[src/rtl/bz_router_pkg.sv]
// Shared router definitions: flit layout and the worm-forwarding state encoding.
package bz_router_pkg;

   localparam int NFLIT    = 11;
   localparam int TAIL_BIT = 0;

   typedef logic [NFLIT-1:0] flit_t;

   typedef enum logic [0:0] {
      IDLE = 1'b0,
      FWD  = 1'b1
   } state_t;

endpackage

[src/rtl/bz_worm_arbiter_if.sv]
// Flit-FIFO side of the worm arbiter: NPORTS show-ahead inputs, one output FIFO, status.
// Handshake: a flit moves on an input when in_rdreq[p] is high and in_isempty[p] is low in the same
// cycle; it moves to the output when out_wrreq is high, which is only ever asserted with out_isfull low.
interface bz_worm_arbiter_if
   import bz_router_pkg::*;
#(
   parameter int NPORTS = 4,
   parameter int NFLIT  = 11
);

   localparam int GW = $clog2(NPORTS);

   logic [NPORTS-1:0]            in_isempty;
   logic [NPORTS-1:0][NFLIT-1:0] in_data;
   logic [NPORTS-1:0]            in_rdreq;
   logic [NPORTS-1:0]            port_en;
   logic                         out_isfull;
   logic [NFLIT-1:0]             out_data;
   logic                         out_wrreq;
   logic                         busy;
   logic [GW-1:0]                grant_id;
   state_t                       dbg_state;

   modport master (
      input  in_isempty, in_data, port_en, out_isfull,
      output in_rdreq, out_data, out_wrreq, busy, grant_id, dbg_state
   );

   modport slave (
      output in_isempty, in_data, port_en, out_isfull,
      input  in_rdreq, out_data, out_wrreq, busy, grant_id, dbg_state
   );

endinterface

[src/rtl/bz_rr_pick.sv]
// Combinational round-robin picker: first asserted request strictly after i_ptr, wrapping.
module bz_rr_pick #(
   parameter int N = 4,
   localparam int W = $clog2(N)
) (
   input  logic [N-1:0] i_req,
   input  logic [W-1:0] i_ptr,
   output logic         o_found,
   output logic [W-1:0] o_idx
);

   always_comb begin
      logic [W-1:0] w_cand;
      o_found = 1'b0;
      o_idx   = '0;
      w_cand  = '0;
      // k = N lands back on i_ptr itself, so the last winner is considered last.
      for (int k = 1; k <= N; k++) begin
         w_cand = W'((int'(i_ptr) + k) % N);
         if (!o_found && i_req[w_cand]) begin
            o_found = 1'b1;
            o_idx   = w_cand;
         end
      end
   end

endmodule

[src/rtl/bz_worm_arbiter.sv]
// Worm-atomic round-robin merge of NPORTS flit FIFOs into one output FIFO.
// A granted worm runs to its tail flit with no preemption; one IDLE cycle separates worms.
module bz_worm_arbiter
   import bz_router_pkg::*;
#(
   parameter int NPORTS = 4,
   parameter int NFLIT  = 11
) (
   input  logic               clk,
   input  logic               reset,
   bz_worm_arbiter_if.master  io_bus
);

   localparam int GW = $clog2(NPORTS);

   state_t            r_state;
   state_t            w_state_nxt;
   logic [GW-1:0]     r_ptr;
   logic [GW-1:0]     w_ptr_nxt;
   logic [GW-1:0]     r_grant;
   logic [GW-1:0]     w_grant_nxt;

   logic [NPORTS-1:0] w_req;
   logic              w_found;
   logic [GW-1:0]     w_pick;

   logic [NFLIT-1:0]  w_head;
   logic              w_xfer;
   logic [NPORTS-1:0] w_rdreq;
   logic              w_wrreq;
   logic [NFLIT-1:0]  w_out_data;

   // port_en only gates new grants; it is never looked at while a worm is in flight.
   assign w_req  = io_bus.port_en & ~io_bus.in_isempty;
   assign w_head = io_bus.in_data[r_grant];

   bz_rr_pick #(
      .N (NPORTS)
   ) u_pick (
      .i_req   (w_req),
      .i_ptr   (r_ptr),
      .o_found (w_found),
      .o_idx   (w_pick)
   );

   always_ff @(posedge clk) begin
      if (!reset) begin
         r_state <= IDLE;
         r_ptr   <= GW'(NPORTS - 1);
         r_grant <= '0;
      end else begin
         r_state <= w_state_nxt;
         r_ptr   <= w_ptr_nxt;
         r_grant <= w_grant_nxt;
      end
   end

   always_comb begin
      w_state_nxt = r_state;
      w_ptr_nxt   = r_ptr;
      w_grant_nxt = r_grant;
      w_xfer      = 1'b0;
      w_rdreq     = '0;
      w_wrreq     = 1'b0;
      w_out_data  = '0;
      case (r_state)
         IDLE: begin
            if (w_found) begin
               w_grant_nxt = w_pick;
               w_state_nxt = FWD;
            end
         end
         FWD: begin
            // Pop and push are the same event: no skid buffer, so a full output stalls the input.
            w_xfer = !io_bus.in_isempty[r_grant] && !io_bus.out_isfull;
            if (w_xfer) begin
               w_rdreq[r_grant] = 1'b1;
               w_wrreq          = 1'b1;
               w_out_data       = w_head;
               if (w_head[TAIL_BIT]) begin
                  w_ptr_nxt   = r_grant;
                  w_state_nxt = IDLE;
               end
            end
         end
         default: w_state_nxt = IDLE;
      endcase
   end

   assign io_bus.in_rdreq  = w_rdreq;
   assign io_bus.out_wrreq = w_wrreq;
   assign io_bus.out_data  = w_out_data;
   assign io_bus.busy      = (r_state == FWD);
   assign io_bus.grant_id  = r_grant;
   assign io_bus.dbg_state = r_state;

   a_rdreq_onehot0 : assert property (@(posedge clk) disable iff (!reset)
      $onehot0(w_rdreq));
   a_pop_is_push : assert property (@(posedge clk) disable iff (!reset)
      w_wrreq == (|w_rdreq));
   a_no_write_full : assert property (@(posedge clk) disable iff (!reset)
      !(w_wrreq && io_bus.out_isfull));

endmodule

[src/flat_wrapper.sv]
// flat-port wrapper written by rule: the top's interface ports become plain ports
module bz_worm_arbiter_flat import bz_router_pkg::*;
#(
   parameter int NPORTS = 4,
   parameter int NFLIT  = 11
)
  (clk, reset, io_bus_in_isempty, io_bus_in_data, io_bus_port_en, io_bus_out_isfull, io_bus_in_rdreq, io_bus_out_data, io_bus_out_wrreq, io_bus_busy, io_bus_grant_id, io_bus_dbg_state);
  bz_worm_arbiter_if #(.NPORTS(NPORTS), .NFLIT(NFLIT)) io_bus_i ();
  input  logic clk;
  input  logic reset;
  input wire logic [$bits(io_bus_i.in_isempty)-1:0] io_bus_in_isempty;
  input wire logic [$bits(io_bus_i.in_data)-1:0] io_bus_in_data;
  input wire logic [$bits(io_bus_i.port_en)-1:0] io_bus_port_en;
  input wire logic [$bits(io_bus_i.out_isfull)-1:0] io_bus_out_isfull;
  output wire logic [$bits(io_bus_i.in_rdreq)-1:0] io_bus_in_rdreq;
  output wire logic [$bits(io_bus_i.out_data)-1:0] io_bus_out_data;
  output wire logic [$bits(io_bus_i.out_wrreq)-1:0] io_bus_out_wrreq;
  output wire logic [$bits(io_bus_i.busy)-1:0] io_bus_busy;
  output wire logic [$bits(io_bus_i.grant_id)-1:0] io_bus_grant_id;
  output wire logic [$bits(io_bus_i.dbg_state)-1:0] io_bus_dbg_state;
  assign io_bus_i.in_isempty = io_bus_in_isempty;
  assign io_bus_i.in_data = io_bus_in_data;
  assign io_bus_i.port_en = io_bus_port_en;
  assign io_bus_i.out_isfull = io_bus_out_isfull;
  assign io_bus_in_rdreq = io_bus_i.in_rdreq;
  assign io_bus_out_data = io_bus_i.out_data;
  assign io_bus_out_wrreq = io_bus_i.out_wrreq;
  assign io_bus_busy = io_bus_i.busy;
  assign io_bus_grant_id = io_bus_i.grant_id;
  assign io_bus_dbg_state = io_bus_i.dbg_state;
  bz_worm_arbiter #(.NPORTS(NPORTS), .NFLIT(NFLIT)) u_core (.clk(clk), .reset(reset), .io_bus(io_bus_i));
endmodule
[config.mk]
export PLATFORM = sky130hd
export DESIGN_NAME = bz_worm_arbiter_flat
export DESIGN_NICKNAME = d
export VERILOG_FILES = /design/src/rtl/bz_router_pkg.sv /design/src/rtl/bz_worm_arbiter_if.sv /design/src/rtl/bz_rr_pick.sv /design/src/rtl/bz_worm_arbiter.sv /design/src/flat_wrapper.sv
export SDC_FILE = /design/constraint.sdc
export NUM_CORES = 1
export LEC_CHECK = 0
export BUFFER_PORTS_ARGS = -buffer_cell sky130_fd_sc_hd__buf_2
export CELL_PAD_IN_SITES_DETAIL_PLACEMENT = 0
export CELL_PAD_IN_SITES_GLOBAL_PLACEMENT = 1
export CORE_UTILIZATION = 23
export CTS_BUF_LIST = sky130_fd_sc_hd__clkbuf_4
export CTS_CLUSTER_DIAMETER = 200
export DETAILED_ROUTE_END_ITERATION = 12
export PLACE_DENSITY = 0.81
export SETUP_SLACK_MARGIN = 0.2
export SLEW_MARGIN = 0
export SYNTH_ARGS = -nofsm -noshare
export SYNTH_HDL_FRONTEND = slang
export SYNTH_SLANG_ARGS = --single-unit
[constraint.sdc]
create_clock -name clk -period 1.35 [get_ports clk]
set_input_delay 0.0675 -clock clk [delete_from_list [all_inputs] [get_ports clk]]
set_output_delay 0.0675 -clock clk [all_outputs]
set_load 0.03 [all_outputs]
==> impl_metrics.ini, run 1 <==
[global_routing]
grt_usage = 0.153
grt_max_degree = 8
grt_pass1_wl_mm = 4.35
overflow = 0
antenna_found_initial = 0
grt_pass1_vias = 1048

[clocking]
cts_buffers = 3
cts_root_buf = clkbuf_4
cts_tree = built
clkSinkCount = 5
cts_buffer_depth = 2
ctsHoldBuffers = 0
htree_levels = 1
clkSlewWorstSetupHoldPaths_ns = 0.05
clk_latency_ns = 0.25

[sta]
setup_viol = 18
slew_headroom = 0.795
fin_ws_ns = -0.310
min_period_ns = 1.66
finClkSkew_ns = 0.0136
rsz0062_at_grt = true
slew_violations = 0
finalHoldViolCount = 0
holdWs_ns = 0.0540
clock.fmax_mhz = 603
finalCritPeriodShare = 1.23
worstMarginPinSlew_ns = 0.308

[synthesis]
synth_compound_area_frac = 0.186
ys_seq_elements = 5
ys_warn_count = 0
seq_area_frac_synth = 0.121
syn_nets = 137
syn-cell-area_um2 = 828
synth_simple_gate_area_share = 0.282
synth_top_cell_by_area = mux4_1
synth_top_cell_area_share = 0.159
synth.area.top_cells = mux4_1 16%, mux4_2 14%, dfxtp_1 12%, nor2b_1 6.8%, nor2b_4 5.0%
synth_xor_xnor_area_share = 0
synth_top_family_by_area = multiplexers
syn-instance-count = 82
synth_adder_area_share = 0
postSynthAreaPerCell_um2 = 10.1
ys_types = 38
synth.area.mux_share = 0.319

[critical_path]
r2r_start = u_core.io_bus.grant_id[0]
rr_endpoint = u_core.io_bus.busy
worstSetupEndpoint = io_bus_out_data[10]
crit_start = u_core.io_bus.grant_id[0]
cp_data_arrival_time_ns = 1.59
worstSetupPathType = register to output port
cp_max_fo = 7
r2r_slack_ns = -0.11
rr_worst_depth = 7
cp.required_ns = 1.28
critPathCaptureType = output port
cp-start-kind = register

[floorplan]
coreArea_mm2 = 0.00339
die-height_um = 62.0
boundaryPins = 75
die_area_mm2 = 0.00385
num_rows = 21
die_x_um = 62.0
start_util = 0.244

[finish]
fin_nets = 232
area_growth_syn_to_layout_pct = 110
drive_gt1_frac = 0.830
post-route-util = 0.512
stdcell_area_mm2 = 0.00174
diodes = 0

[power_and_ir_drop]
peakVddDrop_mv = 0.268
finalPower_mw = 1.04
p_per_area_mw_per_mm2 = 598
p_leak_nw = 0.789

[drt]
vias = 1046
drc_errors = 0
drt-total-wl_mm = 3.05
wl_per_cell_um = 13.7
viasPerCell = 4.71
drt-pass1-iter-count = 3
drt_first_iter_violations = 21
ant_nets = 0

[placement]
globalplace.congestion = 0.800
place_area_mm2 = 0.00145
hpwlAfterDp_mm = 2.44
port-buffer-count = 74

[job]
cap_violations = 0

[min_path]
worstHoldStart = reset
hold_path.class = primary input to register

[outcome]
outcome = finished, violations left
violations = setup timing
## state kept, by name (all words and copies together) (netlist names)
register,flops
u_core.io_bus.busy,1
u_core.r_ptr,2
u_core.io_bus.grant_id,2
## synth_stat cells
library cell and n:
nor2b_1 9, buf_8 1, mux4_2 5, nand4_1 1
buf_4 2, o22ai_1 1, or2b_1 1, buf_2 1
o31ai_1 1, nand3b_1 1, nor3_1 2, o21ai_0 6
nor4b_1 1, mux2i_1 2, o311ai_1 1, mux4_1 5
a41oi_1 1, nor3_2 1, buf_6 2, and2b_4 1
a311oi_2 1, and2_4 1, a21oi_1 4, a21boi_0 1
o2111ai_2 1, nand2b_1 4, nor2b_4 3, inv_1 5
and2b_2 1, o21a_1 1, and2_1 1, nand2_1 2
nor2_1 3, dfxtp_1 5, o221a_2 1, o221ai_1 1
or3b_1 1, o211ai_1 1
## cells in the final DEF, fill, tap and decap left out, drive strengths merged
| cell | n |
|---|---|
| clkbuf | 4 |
| and2 | 2 |
| mux4 | 10 |
| dfxtp | 5 |
| o22ai | 1 |
| a21boi | 1 |
| o211ai | 1 |
| o21ai | 6 |
| nand2 | 2 |
| a311oi | 1 |
| mux2i | 2 |
| a41oi | 1 |
| a21oi | 4 |
| buf | 96 |
| o2111ai | 1 |
| o21a | 1 |
| and2b | 2 |
| or3b | 1 |
| or2b | 1 |
| nor2b | 12 |
| nand4 | 1 |
| nor3 | 3 |
| o311ai | 1 |
| o31ai | 1 |
| nor2 | 3 |
| nand3b | 1 |
| inv | 5 |
| nand2b | 4 |
| o221a | 1 |
| nor4b | 1 |
| o221ai | 1 |
## worst min path at each step
stage | to | slack, ns | depth (start not counted)
after detailed placement | u_core.r_ptr[1] | 0.31 | 2
after global placement | u_core.r_ptr[1] | 0.31 | 2
final | u_core.r_ptr[1] | 0.05 | 2
after floorplan | u_core.r_ptr[1] | 0.15 | 1
after global routing | u_core.r_ptr[1] | 0.06 | 2
after CTS | u_core.r_ptr[1] | 0.05 | 2
## per-stage QoR
step	setup slack, ns	instances	setup TNS (ns)
floorplan	-0.130	82	-0.449
global route	-0.389	222	-5.53
CTS	-0.342	221	-4.48
finish	-0.310	222	-4.14
detailed placement	-0.140	208	-1.56
global placement	-0.0964	208	-1.07
## worst max-delay path, stage by stage (launching register included)
cell,delay [ns]
dfxtp_4,0.42
buf_4,0.15
nand2_2,0.06
o2111ai_4,0.09
and2_4,0.23
and2b_2,0.23
buf_4,0.16
## what timing repair did
action,CTS,global route
gates cloned,0,0
setup endpoints to repair,21,21
buffers inserted,9,1
pin swaps,7,2
gates resized for setup,57,9
## cells by family after synthesis
family / Yosys count
AND/OR/NAND/NOR: 33
flip-flops: 5
multiplexers: 12
AO/OA/AOI/OAI: 21
buffers and inverters: 11
## layout make-up
class | count | area, µm²
fill | 315 | 1650
sequential | 5 | 115
tap | 46 | 57.6
multi-input combinational | 66 | 806
inverter | 5 | 21.3
timing repair buffer | 96 | 706
clock buffer | 4 | 30.0
## where the power goes
group	switching [mW]	total, mW	internal [mW]
Clock	0.0688	0.201	0.132
Combinational	0.281	0.649	0.368
Sequential	0.0269	0.188	0.161
Total	0.377	1.04	0.661
## layer usage
layer	global-route usage	vias up	wire length, µm
li1	-	503	-
met1	0.151	484	1100
met2	0.307	55	1600
met3	0.0331	4	308
met4	0.0571	0	38
met5	0	-	0
Power figures use the tool's default switching activity.
==> run 2: changes to the inputs <==
--- a/config.mk
+++ b/config.mk
@@ -8,6 +8,7 @@
 export BUFFER_PORTS_ARGS = -buffer_cell sky130_fd_sc_hd__buf_2
 export CELL_PAD_IN_SITES_DETAIL_PLACEMENT = 0
 export CELL_PAD_IN_SITES_GLOBAL_PLACEMENT = 1
+export CORE_MARGIN = 5
 export CORE_UTILIZATION = 23
 export CTS_BUF_LIST = sky130_fd_sc_hd__clkbuf_4
 export CTS_CLUSTER_DIAMETER = 200
==> impl_metrics.ini, run 2 (same netlist as run 1, synthesis figures left out) <==
[outcome]
outcome = finished, violations left
violations = setup timing

[global_routing]
overflow = 0
grt_max_degree = 9
grt_pass1_wl_mm = 5.32
antenna_found_initial = 0
grt_usage = 0.133
grt_pass1_vias = 1082

[power_and_ir_drop]
p_switching_uw = 365
peakVddDrop_mv = 0.397
finalPower_mw = 1.01
p_per_area_mw_per_mm2 = 603
pwr-share-comb = 0.621
p_int_uw = 647
p_leak_nw = 0.775
p_clk_frac = 0.195
power_frac_seq = 0.184
swShare = 0.361

[critical_path]
cp.required_ns = 1.28
critPathCaptureType = output port
cp_data_arrival_time_ns = 1.57
cp-start-kind = register
worstSetupPathType = register to output port
cp_max_fo = 8
rr_worst_depth = 8

[drt]
vias = 1028
met2WireLength_mm = 1.64
wl_met3_um = 362
ant_nets = 0
drt-pass1-iter-count = 4
drt_first_iter_violations = 25
viasPerCell = 4.65
highest_layer = met4
wl_met1_mm = 1.27
drt-total-wl_mm = 3.29
wl_per_cell_um = 14.9
drc_errors = 0

[clocking]
clk_latency_ns = 0.25
clkSinkCount = 5
clkSlewWorstSetupHoldPaths_ns = 0.05
cts_root_buf = clkbuf_4
htree_levels = 1
cts_buffer_depth = 2
cts_tree = built
cts_buffers = 3
ctsHoldBuffers = 0

[sta]
rsz0062_at_grt = true
slew_headroom = 0.740
setup_viol = 19
clock.fmax_mhz = 610
fin_ws_ns = -0.290
slew_violations = 0
holdWs_ns = 0.0510
finalHoldViolCount = 0
min_period_ns = 1.64
finClkSkew_ns = 0.00452
finalCritPeriodShare = 1.22
worstMarginPinSlew_ns = 0.390
tns_ns = -4.17

[finish]
fin_nets = 231
final_cell_mix = 57 x buf_2, 20 x buf_6, 16 x buf_4
multi_input_area_um2 = 788
drive_gt1_frac = 0.823
area_growth_syn_to_layout_pct = 103
post-route-util = 0.492
diodes = 0
fill_cells = 333
final_common_cell = buf_2
stdcell_area_mm2 = 0.00168
regArea_um2 = 115

[floorplan]
die-height_um = 70.0
boundaryPins = 75
die_area_mm2 = 0.00490
start_util = 0.242
die_x_um = 70.0
num_rows = 21
coreArea_mm2 = 0.00342

[placement]
globalplace.congestion = 0.874
place_area_mm2 = 0.00144
port-buffer-count = 74
hpwlAfterDp_mm = 2.62

[min_path]
timing.hold.worst_path_depth = 2
hold_path.class = primary input to register

[job]
cap_violations = 0
[run 2: cell count changes in the layout (fill, tap and decap cells not counted), sizes merged]
cell,previous run,this run
buf,96,95
[run 2: worst paths after layout]
kind	startpoint	to	slack, ns
worst min-delay path	reset	u_core.r_ptr[1]	0.05
worst max-delay path	u_core.io_bus.grant_id[0]	io_bus_out_data[8]	-0.29
worst min register to register	u_core.r_ptr[0]	u_core.r_ptr[0]	0.52
worst max register to register	u_core.io_bus.grant_id[0]	u_core.io_bus.busy	-0.21
[run 2: per-stage QoR]
step | worst slack (ns) | cells
floorplan | -0.130 | 82
global placement | -0.0650 | 209
detailed placement | -0.117 | 209
CTS | -0.300 | 220
global route | -0.350 | 221
finish | -0.290 | 221
[run 2: final cells by class]
cell class,count,share of cell area
Tap cell,46,0.0343
Sequential cell,5,0.0685
Inverter,5,0.0112
Multi-Input combinational cell,66,0.469
Timing Repair Buffer,95,0.399
Clock buffer,4,0.0179
[run 2: power groups by stage]
stage | clock, mW | sequential [mW] | combinational (mW)
6_report | 0.198 | 0.186 | 0.629
5_1_grt | 0.209 | 0.190 | 0.672
4_1_cts | 0.198 | 0.187 | 0.619
3_5_place_dp | 0 | 0.191 | 0.532
3_3_place_gp | 0 | 0.190 | 0.522
2_1_floorplan | 0 | 0.196 | 0.354
[run 2: layer usage]
| metal | global-route usage | up-vias |
|---|---|---|
| li1 | - | 502 |
| met1 | 0.153 | 469 |
| met2 | 0.237 | 55 |
| met3 | 0.0574 | 2 |
| met4 | 0.0128 | 0 |
| met5 | 0 | - |
[run 2: critical path: stages (launching register included)]
cell and delay, ns:
dfxtp_4 0.38, buf_4 0.16, nand2_2 0.07, o2111ai_4 0.12
and2_4 0.20, buf_12 0.15, nor2b_4 0.11, buf_6 0.13
[run 2: timing repair]
item	in CTS	in global routing
endpoints found under the setup margin	20	22
pin swaps	6	7
endpoints found under the hold margin	0	0
buffers inserted	7	1
gates resized for setup	51	7
